`src/rtl/mem_access_pkg.sv`:
```
// Shared types for the memory-access stage.
//   msize_t : access size encoding (byte / half / word, 3 reserved)
//   state_e : mem_access FSM states
//   strb_t  : 4-bit byte-lane strobe
//   access_err() : flags misaligned addresses and the reserved size
package mem_access_pkg;

  typedef enum logic [1:0] {
    MSIZE_B = 2'd0,
    MSIZE_H = 2'd1,
    MSIZE_W = 2'd2
  } msize_t;

  typedef enum logic [1:0] {
    StIdle = 2'd0,
    StBusy = 2'd1,
    StResp = 2'd2
  } state_e;

  typedef logic [3:0] strb_t;

  // 1 when the access cannot be issued on the bus: halfword on an odd byte,
  // word not on a 4-byte boundary, or the reserved size code.
  function automatic logic access_err(input logic [1:0] size, input logic [1:0] off);
    logic err;
    case (size)
      2'd0:    err = 1'b0;
      2'd1:    err = off[0];
      2'd2:    err = (off != 2'b00);
      default: err = 1'b1;
    endcase
    return err;
  endfunction

endpackage

```
`src/rtl/mem_align.sv`:
```
// Byte-lane alignment for the memory-access stage (purely combinational).
//   size_i     : access size (msize_t encoding)
//   off_i      : byte offset within the word (addr[1:0])
//   unsigned_i : zero-extend sub-word loads when 1
//   wdata_i    : store data, low-aligned
//   rdata_i    : bus word containing the addressed bytes
//   strobe_o   : byte-lane enables for the bus
//   wdata_o    : store data replicated across all lanes
//   rdata_o    : load data shifted down and sign/zero-extended
module mem_align
  import mem_access_pkg::*;
(
  input  logic [1:0]  size_i,
  input  logic [1:0]  off_i,
  input  logic        unsigned_i,
  input  logic [31:0] wdata_i,
  input  logic [31:0] rdata_i,
  output strb_t       strobe_o,
  output logic [31:0] wdata_o,
  output logic [31:0] rdata_o
);

  logic [31:0] lane;
  logic        sign_b;
  logic        sign_h;

  always_comb begin
    lane   = rdata_i >> {off_i, 3'b000};
    sign_b = ~unsigned_i & lane[7];
    sign_h = ~unsigned_i & lane[15];
    case (size_i)
      2'd0: begin
        strobe_o = strb_t'(4'b0001 << off_i);
        wdata_o  = {4{wdata_i[7:0]}};
        rdata_o  = {{24{sign_b}}, lane[7:0]};
      end
      2'd1: begin
        strobe_o = strb_t'(4'b0011 << off_i);
        wdata_o  = {2{wdata_i[15:0]}};
        rdata_o  = {{16{sign_h}}, lane[15:0]};
      end
      default: begin
        strobe_o = 4'b1111;
        wdata_o  = wdata_i;
        rdata_o  = rdata_i;
      end
    endcase
  end

endmodule

```
`src/rtl/mem_access.sv`:
```
// Memory-stage load/store unit: accepts one request, drives a simple
// req/ack data bus, and returns one completion pulse with aligned data.
//   clk, resetn          : clock, synchronous active-low reset
//   req_*                : request from the pipeline (valid/write/addr/wdata/size/unsigned)
//   req_ready            : high only in idle; accept = req_valid & req_ready
//   stall                : freeze upstream while a request is pending
//   resp_valid/rdata/err : one-cycle completion
//   dbus_*               : data bus, word-aligned address, held stable until ack
module mem_access
  import mem_access_pkg::*;
#(
  parameter int unsigned MAX_WAIT = 255,
  parameter int unsigned ADDR_W   = 32
) (
  input  logic              clk,
  input  logic              resetn,
  input  logic              req_valid,
  input  logic              req_write,
  input  logic [ADDR_W-1:0] req_addr,
  input  logic [31:0]       req_wdata,
  input  logic [1:0]        req_size,
  input  logic              req_unsigned,
  output logic              req_ready,
  output logic              stall,
  output logic              resp_valid,
  output logic [31:0]       resp_rdata,
  output logic              resp_err,
  output logic              dbus_req,
  output logic              dbus_wen,
  output logic [ADDR_W-1:0] dbus_addr,
  output strb_t             dbus_strobe,
  output logic [31:0]       dbus_wdata,
  input  logic              dbus_ack,
  input  logic [31:0]       dbus_rdata
);

  localparam int unsigned CntW = (MAX_WAIT < 2) ? 1 : $clog2(MAX_WAIT + 1);
  localparam logic [CntW-1:0] LastWait = CntW'(MAX_WAIT - 1);

  state_e            state_q;
  logic [CntW-1:0]   cnt_q;
  logic              write_q;
  logic [ADDR_W-1:0] addr_q;
  logic [31:0]       wdata_q;
  logic [1:0]        size_q;
  logic              unsigned_q;
  logic [31:0]       rdata_q;
  logic              err_q;

  strb_t       al_strobe;
  logic [31:0] al_wdata;
  logic [31:0] al_rdata;

  always_ff @(posedge clk) begin
    if (!resetn) begin
      state_q    <= StIdle;
      cnt_q      <= '0;
      write_q    <= 1'b0;
      addr_q     <= '0;
      wdata_q    <= '0;
      size_q     <= '0;
      unsigned_q <= 1'b0;
      rdata_q    <= '0;
      err_q      <= 1'b0;
    end else begin
      unique case (state_q)
        StIdle: begin
          if (req_valid) begin
            write_q    <= req_write;
            addr_q     <= req_addr;
            wdata_q    <= req_wdata;
            size_q     <= req_size;
            unsigned_q <= req_unsigned;
            rdata_q    <= '0;
            cnt_q      <= '0;
            // Illegal accesses skip the bus and report straight away.
            if (access_err(req_size, req_addr[1:0])) begin
              err_q   <= 1'b1;
              state_q <= StResp;
            end else begin
              err_q   <= 1'b0;
              state_q <= StBusy;
            end
          end
        end
        StBusy: begin
          // Ack takes priority over a timeout in the same cycle.
          if (dbus_ack) begin
            rdata_q <= dbus_rdata;
            cnt_q   <= '0;
            err_q   <= 1'b0;
            state_q <= StResp;
          end else if (cnt_q == LastWait) begin
            cnt_q   <= '0;
            err_q   <= 1'b1;
            state_q <= StResp;
          end else begin
            cnt_q <= cnt_q + 1'b1;
          end
        end
        StResp: begin
          state_q <= StIdle;
        end
        default: begin
          state_q <= StIdle;
        end
      endcase
    end
  end

  mem_align u_align (
    .size_i     (size_q),
    .off_i      (addr_q[1:0]),
    .unsigned_i (unsigned_q),
    .wdata_i    (wdata_q),
    .rdata_i    (rdata_q),
    .strobe_o   (al_strobe),
    .wdata_o    (al_wdata),
    .rdata_o    (al_rdata)
  );

  logic is_idle;
  logic is_busy;
  logic is_resp;

  always_comb begin
    is_idle     = (state_q == StIdle);
    is_busy     = (state_q == StBusy);
    is_resp     = (state_q == StResp);
    req_ready   = is_idle;
    // Low in the response cycle so the pipeline advances once per completion.
    stall       = (is_idle & req_valid) | is_busy;
    resp_valid  = is_resp;
    resp_err    = is_resp & err_q;
    resp_rdata  = (is_resp & ~err_q & ~write_q) ? al_rdata : 32'h0;
    dbus_req    = is_busy;
    dbus_wen    = is_busy & write_q;
    dbus_addr   = is_busy ? {addr_q[ADDR_W-1:2], 2'b00} : '0;
    dbus_strobe = is_busy ? al_strobe : 4'b0000;
    dbus_wdata  = is_busy ? al_wdata : 32'h0;
  end

endmodule

```
`config.mk`:
```
export PLATFORM = sky130hd
export DESIGN_NAME = mem_access
export DESIGN_NICKNAME = d
export VERILOG_FILES = /design/src/rtl/mem_access_pkg.sv /design/src/rtl/mem_align.sv /design/src/rtl/mem_access.sv
export SDC_FILE = /design/constraint.sdc
export NUM_CORES = 1
export LEC_CHECK = 0
export CAP_MARGIN = 10
export CORE_ASPECT_RATIO = 1.5
export CORE_MARGIN = 4
export CORE_UTILIZATION = 45
export CTS_BUF_LIST = sky130_fd_sc_hd__clkbuf_8
export CTS_CLUSTER_SIZE = 25
export DETAILED_ROUTE_END_ITERATION = 6
export GPL_ROUTABILITY_DRIVEN = 0
export GPL_TIMING_DRIVEN = 0
export PLACE_DENSITY = 0.85
export SETUP_SLACK_MARGIN = 0.2
export SYNTH_ARGS = -nofsm -noshare
export SYNTH_HDL_FRONTEND = slang
export SYNTH_SLANG_ARGS = --single-unit
```
`constraint.sdc`:
```
create_clock -name clk -period 2.15 [get_ports clk]
set_input_delay 0.3225 -clock clk [delete_from_list [all_inputs] [get_ports clk]]
set_output_delay 0.3225 -clock clk [all_outputs]
set_load 0.02 [all_outputs]
```
* After elaboration in Yosys (flattened, before gate mapping)
Index checks and enable logic that the tools add are counted.
** Storage, ports and cells
- Register bits :: 111
- Input port bits :: 104
- Output and inout bits :: 106
- Logic and storage cells :: 71
** Cells by class
- $add $sub $neg :: 1
- Equality and inequality tests :: 9
- Shift operators :: 3
- Mux-type cells :: 28
- Bitwise logic cells :: 11
- Reduce and logical (&&, ||, !) cells :: 10
** Operators with widths (number)
- one-hot mux 32 bit (2 select lines) :: 3
- two-way mux 32 bit :: 5
- >> shifter 32 x 5 -> 16 bit :: 1
- two-way mux 8 bit :: 3
- one-hot mux 8 bit (2 select lines) :: 1
- adder 8 x 1 -> 8 bit, second input constant :: 1
- equality test 8 bit, second input constant :: 1
- two-way mux 2 bit :: 4
- one-hot mux 4 bit (2 select lines) :: 1
- bitwise AND 1 bit :: 7
- two-way mux 1 bit :: 7
- equality test 2 x 1 -> 1 bit, second input constant :: 3
- zero test 2 bit :: 3
- AND reduction 2 bit :: 3
- AND reduction 3 bit :: 2
- equality test 2 bit, second input constant :: 2
- two-way mux 4 bit :: 1
- one-hot mux 2 bit (2 select lines) :: 1
- nonzero test 2 bit :: 2
- left shift 1 x 2 -> 4 bit, first input constant :: 1
- left shift 2 x 2 -> 4 bit, first input constant :: 1
- != test 3 x 1 -> 1 bit, second input constant :: 1
- inverter 1 bit :: 3
- one-hot mux 1 bit (3 select lines) :: 1
- 4 further kinds :: 4

* Longest topological paths before layout
- Word-level depth :: 8
- Mapped depth :: 7
- Depth with buffers taken out :: 5

* Cells and area by module
Synthesis repeated with hierarchy kept, for this count alone.
** Second synthesis, totals
- Cells, all modules :: 769
- Area, all modules :: 5964.5 µm²
** Modules (own cells, without submodules)
- mem_access :: times used 1, cells each 578, area each 4628.2 µm², sequential area each 2222.1 µm²
- mem_align :: times used 1, cells each 191, area each 1336.3 µm², sequential area each 0.0 µm²

* Worst setup path before layout
Ideal clock, no wire load.
- Kind :: reg-to-output
- From :: reg state_q[1]
- To :: out resp_rdata[13]
- Data arrival time :: 1735 ps
- Required time :: 1827 ps
- Slack :: 92 ps
- Cell stages (with the launch flop) :: 6
- Buffers on the path :: 1
- Path through :: dfxtp_1 > nor2b_1 > nor3b_1 > clkbuf_1 > o21ai_0 > a31oi_1
** On the way
- Word-level cells in the longest chain between the ends :: 4
** RTL lines
- start, declared :: line mem_access.sv:40 : state_e state_q;
- start signal, assigned :: line mem_access.sv:56 : state_q <= StIdle;
- start signal, assigned :: line mem_access.sv:79 : state_q <= StResp;
- start signal, assigned :: line mem_access.sv:82 : state_q <= StBusy;
- equality test 2 bit :: line mem_access.sv:129 : is_resp = (state_q == StResp);
- net resp_valid :: line mem_access.sv:25 : output logic resp_valid,
- bitwise AND 1 bit (2 in series) :: line mem_access.sv:135 : resp_rdata = (is_resp & ~err_q & ~write_q) ? al_rdata : 32'h0;
- two-way mux 32 bit :: line mem_access.sv:135
- end, declared :: line mem_access.sv:26 : output logic [31:0] resp_rdata,
The timed path passes the listed nets, and every way through them passes these cells.

* Final worst setup path
- From :: reg err_q
- To :: out resp_rdata[19]
** On the way
- Word-level cells in the longest chain between the ends :: 4
** RTL lines
- start, declared :: line mem_access.sv:48 : logic err_q;
- start signal, assigned :: line mem_access.sv:64 : err_q <= 1'b0;
- start signal, assigned :: line mem_access.sv:78 : err_q <= 1'b1;
- start signal, assigned :: line mem_access.sv:81 : err_q <= 1'b0;
- inverter 1 bit :: line mem_access.sv:135
- bitwise AND 1 bit (2 in series) :: line mem_access.sv:135
- two-way mux 32 bit :: line mem_access.sv:135
No other way between the ends.

==> results.md <==
- Clock slew at the register clock pins of the worst setup and hold paths: 0.10 ns
- Critical Path Fanout Max: 5
- Reported net switching power: 1.468 mW
- Critical path's slowest cell: or4b_4
- Share of synthesized area spent on multiplexers: 0.04321
- CTS tree: built
- Post-detailed-route count of antenna-violating nets: 0
- Chip Height: 145.2 microns
- Worst path arrival time: 2.16 ns
- Gr ovfl total: 0
- Minimum clock period: 2.478 ns
- Drt pass-1 iters: 5
- Most prevalent standard cell on the critical path: buf_6
- Leakage power summed over all cells: 3.620 nW
- Largest family of logic cells by synthesized area: simple AND/OR/NAND/NOR gates
- Proportion of power drawn by the clock network: 0.253
- Die extent in x: 99.46 microns
- Placed inst area: 7916 sq um
- Number of hold buffers added after CTS: 0
- Number of DRC violations after detailed-routing iteration 0: 462
- Mean routed wirelength per cell: 19.78 microns
- Type of the worst setup path: reg2out
- Cell area power density: 513.7 nW/um^2
- Peak ir drop on the vdd network: 0.3858 mV
- Internal power component: 3.195 mW
- Half-perimeter wire length after placement: 14.42 mm
- Result of the run: complete, but fails checks
- Class of the most critical hold timing path: reg2reg
- Number of vias per cell after detailed routing: 5.641
- Count of inserted antenna diode cells: 0
- Least-Margin Pin Slew: 0.7485 ns
- Top Family by Delay on Critical Path: simple AND/OR/NAND/NOR gates
- Maximum frequency from static timing analysis: 0.4036 GHz
- Required time of the critical path: 1.83 ns
- Via Count: 6391
- Number of enable-type register cells in the synthesized netlist: 0
- Fillers: 856
- Number of placement rows: 49
- Primary FF master, synth: dfxtp_1
- Number of clock sinks: 111
- Synth warnings: 0
- Critical path capture point type: output pin
- Antenna violations before repair: 0
- Pwr Total: 4.663 mW
- Layout cells sized above 1: 0.2878
- Core occupancy in the finished layout: 0.7477
- Number of slew-limit violations in the final report: 0
- Fin crit share: 1.152
- Clock Skews: 0.01099 ns
- Number of nets in the layout: 1082
- CTS H-Tree Depth: 3
- Hold violation count in the final report: 0
- TritonCTS buffer count: 9
- Average cell area after synthesis: 7.875 sq um
- Quantity of I/O buffers inserted on ports: 207
- Core ar.: 12140 sq um
- Violated checks: negative setup slack
- # setup viols final: 33
- Buffers from clock root to sink, at most: 2
- Number of synthesized register bits: 111
- Synth-to-layout area growth: 60.74%
- Critical path, cell by cell: or4b_4 -> buf_6 -> nor3_4 -> o211a_4 -> buf_12 -> a21o_1 -> buf_6
- Clock latency of the later-clocked register in the worst-skew pair: 0.39 ns
- Cells after synthesis: 717
- Cell area after synthesis: 5647 sq um
- Part of the total power dissipated in sequential elements: 0.484
- Cell chosen for the clock root: clkbuf_8
- Combinational group share of total power: 0.264
- Synth Area in Adders: 0.004432
- Total Routing Usage GR: 0.2721
- Floorplan die area: 14440 sq um
- Distinct cells, synth: 44
- Switch share: 0.3149
- Largest stage delay on the critical path: 0.54 ns
- Fraction of synthesis flops using an asynchronous set or reset pin: 0
- Slack of the critical path: -0.3276 ns
- First-pass GRT wire length: 31.44 mm
- Count of buffer and inverter cells on the critical path: 3
- XOR/XNOR Fraction of Synth Area: 0.009306
- Post-detailed-routing wire length: 22.41 mm
- Unrepaired setup endpoints after global routing: yes
- Share of synthesized cell area in and, or, nand and nor gates: 0.2593
- Synthesized-area fraction occupied by ao, oa, aoi and oai cells: 0.2404
- Number of top-level pins: 210
- Number of design rule violations left after detail routing: 0
- Number of global-route vias before repair: 6134
- Largest net degree at the start of global routing: 19
- Worst Setup Start Kind: flop
- Worst hold-check slack: 0.4625 ns
- Maxcap violations: 0
- Worst max-slew margin expressed relative to the limit: 0.4986
- Starting Density: 0.4652
- Area of all placed cells without fillers: 9076 sq um
- Post-synthesis sequential area ratio: 0.3935
[placed cells by master (no fill, tap or decap), drive strengths merged, types with 2 or more instances in the layout]
| cell | instances |
|---|---|
| a21boi | 68 |
| a21o | 16 |
| a21oi | 28 |
| a22oi | 38 |
| a31oi | 12 |
| and2 | 45 |
| and3 | 2 |
| buf | 147 |
| clkbuf | 65 |
| clkdlybuf4s50 | 104 |
| clkinv | 4 |
| clkinvlp | 2 |
| conb | 2 |
| dfxtp | 111 |
| ha | 2 |
| inv | 4 |
| mux2i | 21 |
| nand2 | 164 |
| nand2b | 9 |
| nand3 | 3 |
| nand3b | 2 |
| nand4 | 3 |
| nor2 | 46 |
| nor2b | 36 |
| o21ai | 13 |
| o21bai | 2 |
| o221a | 5 |
| o2bb2ai | 5 |
| xor2 | 6 |
[per-stage QoR]
stage | setup TNS, ns | setup slack [ns] | std cells
floorplan | 0 | 0.1447 | 718
global placement | -27.38 | -0.5515 | 1078
CTS | -5.938 | -0.3130 | 1109
finish | -7.080 | -0.3276 | 1133
global route | -8.698 | -0.3696 | 1133
detailed placement | -29.43 | -0.5700 | 1078
[flip-flops by register name (all words and copies together) (netlist names)]
name,cells
size_q,2
err_q,1
write_q,1
addr_q,32
rdata_q,32
unsigned_q,1
wdata_q,32
state_q,2
cnt_q,8
[cells by family after synthesis]
kind of cell	count (synthesis)
buffers and inverters	66
flip-flops	111
XOR/XNOR	6
multiplexers	23
adder cells (fa/ha/maj)	2
other	1
AO/OA/AOI/OAI	192
AND/OR/NAND/NOR	316
[power by group through the flow]
| stage | sequential, mW | clock [mW] | combinational [mW] |
|---|---|---|---|
| after floorplan | 2.26 | 0 | 0.500 |
| after global placement | 2.29 | 0 | 0.908 |
| after detailed placement | 2.29 | 0 | 0.919 |
| after CTS | 2.24 | 1.19 | 1.06 |
| after global routing | 2.27 | 1.27 | 1.30 |
| final | 2.25 | 1.18 | 1.23 |
[metal layers]
| layer | track usage | wire, microns | share of wire | vias up |
|---|---|---|---|---|
| met5 | 0 | 0 | 0 | - |
| met4 | 0.1483 | 1369 | 0.061 | 0 |
| met3 | 0.06292 | 1791 | 0.080 | 111 |
| met2 | 0.4801 | 11500 | 0.51 | 365 |
| met1 | 0.2950 | 7752 | 0.35 | 2979 |
| li1 | - | - | - | 2936 |
[final cells by class]
class                           instances  area [sq um]  share of cell area
Timing Repair Buffer                  247          2330              0.2567
Clock inverter                          6         47.55            0.005238
Multi-Input combinational cell        541          3556              0.3918
Buffer                                 62         549.3             0.06052
Clock buffer                            9         123.9             0.01365
Tap cell                              153         191.4             0.02109
Sequential cell                       111          2252              0.2481
Inverter                                4         26.28            0.002895
[worst paths after layout]
path | start | endpoint | slack, ns | cells after the start
setup / recovery | err_q | resp_rdata[19] | -0.33 | 7
hold reg to reg | addr_q[26] | addr_q[26] | 0.46 | 2
setup reg to reg | state_q[0] | rdata_q[6] | 0.25 | 6
hold / removal | addr_q[26] | addr_q[26] | 0.46 | 2
[synth_stat cells (2+ instances only)]
cell type | instances | area (sq um)
and3_1 | 2 | 12.51
o21bai_1 | 2 | 15.01
dfxtp_1 | 111 | 2222
a22oi_1 | 38 | 285.3
o2bb2ai_1 | 5 | 43.79
buf_4 | 2 | 15.01
inv_1 | 4 | 15.01
nand3_1 | 3 | 15.01
nand4_1 | 3 | 18.77
buf_1 | 10 | 37.54
ha_1 | 2 | 25.02
a21boi_0 | 68 | 510.5
o221a_2 | 5 | 56.30
buf_2 | 12 | 60.06
a31oi_1 | 12 | 75.07
nand3b_1 | 2 | 15.01
a21oi_1 | 28 | 140.1
nand2_1 | 164 | 615.6
nor2_1 | 45 | 168.9
xor2_1 | 6 | 52.55
nor2b_1 | 36 | 225.2
and2_1 | 45 | 281.5
mux2i_1 | 21 | 210.2
a21o_1 | 16 | 120.1
nand2b_1 | 9 | 56.30
o21ai_0 | 12 | 60.06
clkbuf_1 | 37 | 138.9
[tightest hold or removal path, cell delays in order (launching register included)]
cell	delay [ns]
dfxtp_1	0.32
nand2_1	0.04
a21boi_0	0.06
[timing repair]
item,CTS,global route
gates resized for setup,511,216
cloned,3,3
endpoints found under the setup margin,103,121
hold endpoints to repair,0,0
buffers inserted,13,21
pin swaps,5,28
(Power assumes the default switching activity.)
